[src/rtl/cpu_run_controller_if.sv]
// Run-controller handshake bundle: board/decode requests in, PC/pipeline controls and status out.
// The controller takes the slave modport. The board/decode side or the bench takes the master modport.
interface cpu_run_controller_if #(
    parameter int CNT_W = 32
);
    logic             go;
    logic             com_req;
    logic             end_req;
    logic             com_ack;
    logic             start;
    logic             stall;
    logic             com_valid;
    logic             done;
    logic             error;
    logic [CNT_W-1:0] cycle_count;
    logic [2:0]       state;

    modport master (
        output go, com_req, end_req, com_ack,
        input  start, stall, com_valid, done, error, cycle_count, state
    );

    modport slave (
        input  go, com_req, end_req, com_ack,
        output start, stall, com_valid, done, error, cycle_count, state
    );
endinterface

[src/rtl/cpu_run_controller.sv]
// Run-state sequencer: starts on go, stalls for COM valid/ack, drains on END, counts active cycles.
// All outputs are registered with 1-cycle latency. COM_WAIT stalls the pipeline until ack arrives or TIMEOUT expires.
module cpu_run_controller #(
    parameter int DRAIN_CYCLES = 4,
    parameter int TIMEOUT      = 1023,
    parameter int CNT_W        = 32
) (
    input  logic                  clk,
    input  logic                  reset,
    cpu_run_controller_if.slave   bus
);
    localparam int WAIT_W = $clog2(TIMEOUT + 1);

    typedef enum logic [2:0] {
        IDLE        = 3'd0,
        RUN         = 3'd1,
        COM_WAIT    = 3'd2,
        COM_RELEASE = 3'd3,
        DRAIN       = 3'd4,
        HALT        = 3'd5,
        ERROR       = 3'd6
    } state_t;

    state_t            state_q;
    state_t            state_d;
    logic [WAIT_W-1:0] wait_cnt;
    logic [3:0]        drain_cnt;
    logic [CNT_W-1:0]  cyc_cnt;
    logic              start_q;
    logic              stall_q;
    logic              done_q;
    logic              error_q;
    logic              active;

    assign active = (state_q == RUN) || (state_q == COM_WAIT) ||
                    (state_q == COM_RELEASE) || (state_q == DRAIN);

    always_comb begin
        state_d = state_q;
        case (state_q)
            IDLE:        if (bus.go) state_d = RUN;
            // END has priority, so a COM decoded alongside END is dropped.
            RUN: begin
                if (bus.end_req)      state_d = DRAIN;
                else if (bus.com_req) state_d = COM_WAIT;
            end
            COM_WAIT: begin
                if (bus.com_ack)                              state_d = COM_RELEASE;
                else if (wait_cnt == WAIT_W'(TIMEOUT - 1))    state_d = ERROR;
            end
            COM_RELEASE: state_d = RUN;
            DRAIN:       if (drain_cnt == 4'(DRAIN_CYCLES - 1)) state_d = HALT;
            HALT:        state_d = HALT;
            ERROR:       state_d = ERROR;
            default:     state_d = IDLE;
        endcase
    end

    // Outputs are decoded from the next state, so each one matches the state register after the edge.
    always_ff @(posedge clk or negedge reset) begin
        if (!reset) begin
            state_q   <= IDLE;
            wait_cnt  <= '0;
            drain_cnt <= '0;
            cyc_cnt   <= '0;
            start_q   <= 1'b0;
            stall_q   <= 1'b0;
            done_q    <= 1'b0;
            error_q   <= 1'b0;
        end else begin
            state_q <= state_d;
            start_q <= (state_d == RUN) || (state_d == COM_RELEASE) || (state_d == DRAIN);
            stall_q <= (state_d == COM_WAIT);
            done_q  <= (state_d == HALT);
            error_q <= (state_d == ERROR);

            if (state_q != COM_WAIT)  wait_cnt <= '0;
            else if (!bus.com_ack)    wait_cnt <= wait_cnt + 1'b1;

            if (state_q != DRAIN) drain_cnt <= '0;
            else                  drain_cnt <= drain_cnt + 1'b1;

            if (state_q == IDLE && bus.go)    cyc_cnt <= '0;
            else if (active && cyc_cnt != '1) cyc_cnt <= cyc_cnt + 1'b1;
        end
    end

    assign bus.state       = state_q;
    assign bus.start       = start_q;
    assign bus.stall       = stall_q;
    assign bus.com_valid   = stall_q;
    assign bus.done        = done_q;
    assign bus.error       = error_q;
    assign bus.cycle_count = cyc_cnt;
endmodule
[src/flat_wrapper.sv]
// flat-port wrapper written by rule: the top's interface ports become plain ports
module cpu_run_controller_flat 
#(
    parameter int DRAIN_CYCLES = 4,
    parameter int TIMEOUT      = 1023,
    parameter int CNT_W        = 32
)
  (clk, reset, bus_go, bus_com_req, bus_end_req, bus_com_ack, bus_start, bus_stall, bus_com_valid, bus_done, bus_error, bus_cycle_count, bus_state);
  cpu_run_controller_if #(.CNT_W(CNT_W)) bus_i ();
  input  logic clk;
  input  logic reset;
  input wire logic [$bits(bus_i.go)-1:0] bus_go;
  input wire logic [$bits(bus_i.com_req)-1:0] bus_com_req;
  input wire logic [$bits(bus_i.end_req)-1:0] bus_end_req;
  input wire logic [$bits(bus_i.com_ack)-1:0] bus_com_ack;
  output wire logic [$bits(bus_i.start)-1:0] bus_start;
  output wire logic [$bits(bus_i.stall)-1:0] bus_stall;
  output wire logic [$bits(bus_i.com_valid)-1:0] bus_com_valid;
  output wire logic [$bits(bus_i.done)-1:0] bus_done;
  output wire logic [$bits(bus_i.error)-1:0] bus_error;
  output wire logic [$bits(bus_i.cycle_count)-1:0] bus_cycle_count;
  output wire logic [$bits(bus_i.state)-1:0] bus_state;
  assign bus_i.go = bus_go;
  assign bus_i.com_req = bus_com_req;
  assign bus_i.end_req = bus_end_req;
  assign bus_i.com_ack = bus_com_ack;
  assign bus_start = bus_i.start;
  assign bus_stall = bus_i.stall;
  assign bus_com_valid = bus_i.com_valid;
  assign bus_done = bus_i.done;
  assign bus_error = bus_i.error;
  assign bus_cycle_count = bus_i.cycle_count;
  assign bus_state = bus_i.state;
  cpu_run_controller #(.DRAIN_CYCLES(DRAIN_CYCLES), .TIMEOUT(TIMEOUT), .CNT_W(CNT_W)) u_core (.clk(clk), .reset(reset), .bus(bus_i));
endmodule
[config.mk]
export PLATFORM = sky130hd
export DESIGN_NAME = cpu_run_controller_flat
export DESIGN_NICKNAME = d
export VERILOG_FILES = /design/src/rtl/cpu_run_controller_if.sv /design/src/rtl/cpu_run_controller.sv /design/src/flat_wrapper.sv
export SDC_FILE = /design/constraint.sdc
export NUM_CORES = 1
export LEC_CHECK = 0
export BUFFER_PORTS_ARGS = -buffer_cell sky130_fd_sc_hd__buf_4
export CAP_MARGIN = 20
export CORE_MARGIN = 3
export CORE_UTILIZATION = 45
export CTS_BUF_LIST = sky130_fd_sc_hd__clkbuf_8 sky130_fd_sc_hd__clkbuf_16
export CTS_CLUSTER_SIZE = 20
export DETAILED_ROUTE_END_ITERATION = 7
export GPL_TIMING_DRIVEN = 0
export PLACE_DENSITY = 0.69
export SLEW_MARGIN = 15
export SYNTH_ARGS = -nofsm -noshare
export SYNTH_HDL_FRONTEND = slang
export SYNTH_SLANG_ARGS = --single-unit
[constraint.sdc]
create_clock -name clk -period 2.7 [get_ports clk]
set_clock_uncertainty 0.15 [all_clocks]
set_input_delay 0.405 -clock clk [delete_from_list [all_inputs] [get_ports clk]]
set_output_delay 0.405 -clock clk [all_outputs]
set_load 0.03 [all_outputs]
## Word-level counts from Yosys, hierarchy flattened

Index checks and enable logic that the tools add are counted.

- Input port bits: 6
- Output and inout port bits: 40
- Register bits after elaboration: 53
- Logic and storage cells: 50

- $add $sub $neg: 3
- Multiplexer cells: 12
- Eq/ne operators: 18
- Reductions and logical operators: 9

Operator list:

| operator | count |
|---|---|
| 32-bit 2-to-1 mux | 2 |
| 32-bit by 1-bit adder with 32-bit output (second input constant) | 1 |
| 32-bit inequality test (second input constant) | 1 |
| 3-bit case mux with 7 select lines | 1 |
| 10-bit 2-to-1 mux | 2 |
| 3-bit == test (second input constant) | 6 |
| 3-bit 2-to-1 mux | 6 |
| 3-bit by 2-bit == test with 1-bit output (second input constant) | 4 |
| 10-bit by 1-bit adder with 10-bit output (second input constant) | 1 |
| 10-bit == test (second input constant) | 1 |
| 3-bit by 1-bit == test with 1-bit output (second input constant) | 2 |
| 1-bit logical OR | 5 |
| 4-bit by 1-bit adder with 4-bit output (second input constant) | 1 |
| 4-bit by 2-bit == test with 1-bit output (second input constant) | 1 |
| 4-bit 2-to-1 mux | 1 |
| 3-bit logical NOT | 1 |
| 3-bit by 2-bit inequality test with 1-bit output (second input constant) | 1 |
| 3-bit inequality test (second input constant) | 1 |
| 1-bit logical AND | 2 |
| 2-bit by 1-bit inequality test with 1-bit output (second input constant) | 1 |
| 2-bit nonzero test | 1 |

## Depth between registers and ports, before layout

- Depth after elaboration: 7
- Depth in mapped cells: 8
- Depth with buffers taken out: 6

## Worst setup path after synthesis

No wires, ideal clock.

- Path kind: reg2reg
- From: reg u_core.state_q[1], in the netlist u_core.bus.state[1]
- To: reg u_core.cyc_cnt[25], in the netlist u_core.bus.cycle_count[25]
- Clock period less this slack: 2384 ps
- Buffers on the path: 2
- Setup time: 78 ps
- Required time: 2472 ps
- Arrival time: 2157 ps
- Path slack: 316 ps
- Stages on the path, launching flop included: 8
- Path through: dfrtp_1 > buf_6 > or4b_1 > buf_4 > nand4_4 > o31ai_2 > or4_1 > a21oi_1

- Word-level cells in the longest chain between the ends: 6
- Elaborated cells on any way between the ends: 12
- Classes of those cells: 4 x eq/ne; 1 x mux; 7 x reduce/logical

Ends and longest elaborated chain:

| item | RTL line | text |
|---|---|---|
| start, declared | cpu_run_controller.sv:24 | `state_t state_q;` |
| start signal, assigned | cpu_run_controller.sv:71 | `state_q <= state_d;` |
| 3-bit by 1-bit == test with 1-bit output or 3-bit by 2-bit == test with 1-bit output (tied branches) | cpu_run_controller.sv:35 | `assign active = (state_q == RUN) \|\| (state_q == COM_WAIT) \|\|` |
| 1-bit logical OR (2 in a row) | cpu_run_controller.sv:35 |  |
| 1-bit logical OR | cpu_run_controller.sv:36 | `(state_q == COM_RELEASE) \|\| (state_q == DRAIN);` |
| 1-bit logical AND | cpu_run_controller.sv:84 | `else if (active && cyc_cnt != '1) cyc_cnt <= cyc_cnt + 1'b1;` |
| 2-bit nonzero test (no source line) | n/a |  |
| end signal, assigned | cpu_run_controller.sv:84 |  |
| end, declared | cpu_run_controller.sv:28 | `logic [CNT_W-1:0] cyc_cnt;` |

Parallel ways exist; a longest one is shown, timed or not.
A chain may end at the register's enable or synchronous reset.

## Worst setup path after layout

- From: reg u_core.state_q[1], in the netlist u_core.bus.state[1]
- To: reg u_core.cyc_cnt[29], in the netlist u_core.bus.cycle_count[29]

Same word-level chain as after synthesis.

==> flow_summary.yaml <==
run_status:
  violations: "hold timing"
  outcome: "complete, but fails checks"
critical_path:
  slowest_stage: "or4_1"
  crit_buf_inv: 2
  critPathTopFamily: "simple AND/OR/NAND/NOR gates"
  cp-start-kind: "flip-flop"
  endpoint_kind: "flip-flop"
  critPathRequiredTime_ns: 2.78
  critPathMaxStageDelay_ns: 0.54
  worst-setup-path-type: "reg -> reg"
  worstPathCellList: "buf_6 -> o21ai_0 -> and4b_1 -> nand3_1 -> clkbuf_1 -> or4_1 -> a21oi_1"
  r2r-start: "u_core.bus.state[1]"
  critPathMaxFanout: 10
  startpoint: "u_core.bus.state[1]"
  cp.arrival_ns: 2.59
layout:
  nNetsFinal: 365
  final_area_sq_um: 3354
  drive_above_1_share_pct: 17.98
  area_delta_synth_final_pct: 18.47
  antenna_cells: 0
routing:
  wire_per_inst_um: 14.95
  drc: 0
  wirelength_mm: 6.443
  initialDrtViolationCount: 118
  ant_nets: 0
  vias: 2441
  vias_per_cell: 5.664
  drt-pass1-iter-count: 4
synth:
  synth.area.mux_share_pct: 0.7070
  yosys.area_share.simple_pct: 28.68
  synth_top_family_by_area: "simple AND/OR/NAND/NOR gates"
  synth-adder-area-share_pct: 1.768
  syn-cell-area_sq_um: 2831
  synth_xor_area_share_pct: 3.712
  ys_ff_latch: 53
  yosys.area.top_type_share_pct: 46.84
  yosysWarnings: 0
  synthTopCellsByArea: "dfrtp_1, a21oi_1, o21ai_0, or3_1, o31ai_1"
  syn_avg_cell_area_sq_um: 9.345
  synth_nets: 313
  synth_cells: 303
  synth_cell_types: 37
  synth-compound-area-share_pct: 15.11
  synth-seq-area-share_pct: 46.84
  synth_top_area_cell: "dfrtp_1"
sta:
  drv_slew: 0
  worstMarginPinSlew_ns: 0.7930
  setup_tns_ns: 0
  whs_ns: -0.02774
  hold_viol_final: 21
  fmax_ghz: 0.3995
  period_needed_ns: 2.503
  relSlewSlack_pct: 46.94
  worst_slack_ns: 0.1967
  setup_violations: 0
  finalCritPeriodShare_pct: 92.71
  rsz0062_at_grt: "no"
placement:
  gp_congestion: 0.7846
  io_buffers: 45
  place_area_sq_um: 3263
  dp_hpwl_mm: 4.602
  place_ws_ns: 0.1798
global_routing:
  overflow: 0
  grt_pass1_wl_mm: 11.26
  grt_pass1_vias: 2402
  grt_start_max_net_pins: 54
  antenna_found_initial: 0
  grt.total_usage_pct: 18.79
die:
  die_x_um: 85.33
  die_h_um: 85.33
  pin_count: 46
  die-area_sq_um: 7280
  core-area_sq_um: 5991
  num_rows: 28
  start_util_pct: 47.26
clocking:
  cts_tree: "done"
  clk_latency_ns: 0.30
  ctsHtreeMaxLevel: 2
  cts_inserted_buffers: 5
  postCtsSetupRepairBufs: 0
  clk_pin_slew_ns: 0.10
  cts_num_sinks: 53
  clk_path_buf_depth: 2
  clockRootBuffer: "clkbuf_8"
hold_path:
  worstHoldPathType: "in -> async"
pwr:
  vdd_drop_max_mv: 0.4443
  total_power_mw: 2.214
  power.density_nw_per_um2: 660.1
  p_leak_nw: 1.437
job:
  max-cap-violations: 0
[stage by stage]
step,instances,utilization (%),hold WS [ns]
floorplan,303,-,-0.04059
global placement,423,54.47,0.3067
detailed placement,423,54.47,0.3117
CTS,431,55.91,0.01037
global route,431,55.99,0.03203
finish,431,55.99,-0.02774
[state kept, by name (all words and copies together), names as in the netlist]
name	cells
u_core.bus.com_valid	1
u_core.bus.cycle_count	32
u_core.bus.done	1
u_core.bus.error	1
u_core.bus.start	1
u_core.bus.state	3
u_core.drain_cnt	4
u_core.wait_cnt	10
[synth_stat cells]
library cell / instances
o31a_1: 1
o31ai_1: 12
nor3_1: 4
o211ai_1: 4
buf_6: 2
nor3_2: 2
mux2i_1: 2
a31oi_1: 2
and4_1: 5
and4b_1: 2
nand2b_1: 3
nor3b_1: 1
nand3_1: 17
nor2_1: 23
inv_1: 8
o2111ai_2: 1
or4_1: 10
or3_1: 17
nand4b_1: 2
nand4_1: 10
xor2_1: 9
clkbuf_1: 6
o221ai_1: 1
nand4_4: 1
dfrtp_1: 53
nor2b_1: 4
nand2_1: 23
o21ai_0: 23
ha_1: 4
buf_4: 2
xnor2_1: 3
and2_1: 9
and3_1: 7
or4b_1: 1
or2_2: 1
o31ai_2: 1
a21oi_1: 27
[final timing paths]
| check | to | slack, ns | depth (start not counted) |
|---|---|---|---|
| max in group asynchronous | u_core.wait_cnt[1] | 1.96 | 1 |
| min | u_core.bus.cycle_count[18] | -0.03 | 1 |
| min reg2reg | u_core.drain_cnt[0] | 0.32 | 1 |
| min in group clk | u_core.wait_cnt[0] | 0.25 | 3 |
| max reg2reg | u_core.bus.cycle_count[29] | 0.20 | 7 |
| max | u_core.bus.cycle_count[29] | 0.20 | 7 |
[per-layer routing]
metal	vias to the layer above	GRT usage [%]	share of wire [%]
met2	56	31.50	48
met3	4	4.757	5.9
met4	0	4.029	0.65
met5	-	0	0
li1	1217	-	-
met1	1164	24.61	45
[placed cells by master (no fill, tap or decap), types with 3 or more instances in the layout]
master	count
and4_1	5
dfrtp_1	53
o211ai_1	4
clkbuf_8	5
and3_1	7
xor2_1	9
nor3_1	4
buf_4	47
nor2b_1	4
or3_1	17
ha_1	4
inv_1	8
xnor2_1	3
clkbuf_1	6
nand4_1	10
or4_1	10
o31ai_1	11
nand2_1	23
nand2b_1	3
nand3_1	17
a21oi_1	27
and2_1	9
o21ai_0	23
nor2_1	23
[kinds of logic (layout without fill, tap and decap cells)]
group           Yosys count  after routing
fa+ha+maj                 4              4
buf+inv                  18             71
simple gates            142            142
mux                       2              2
flops                    53             53
compound gates           72             72
xor+xnor                 12             12
[area by class of cell]
class / instances / area, sq um
well taps: 75 / 93.84
multi-input cells: 232 / 1420
clock buffers: 5 / 68.82
repair buffers: 45 / 337.8
flip-flops and latches: 53 / 1326
clock inverters: 3 / 17.52
inverters: 8 / 30.03
fillers: 545 / 2636
plain buffers: 10 / 60.06
[what timing repair did]
action | CTS | global route
hold buffers | 0 | 0
setup endpoints to repair | 0 | 4
resized for setup | 0 | 1
[power by group]
part           total [mW]  leakage (nW)  internal [mW]  switching, mW
registers            1.02         0.718          0.898          0.119
logic               0.759         0.675          0.275          0.483
clock network       0.439        0.0439          0.180          0.259
total                2.21          1.44           1.35          0.862
(Power assumes the default switching activity.)
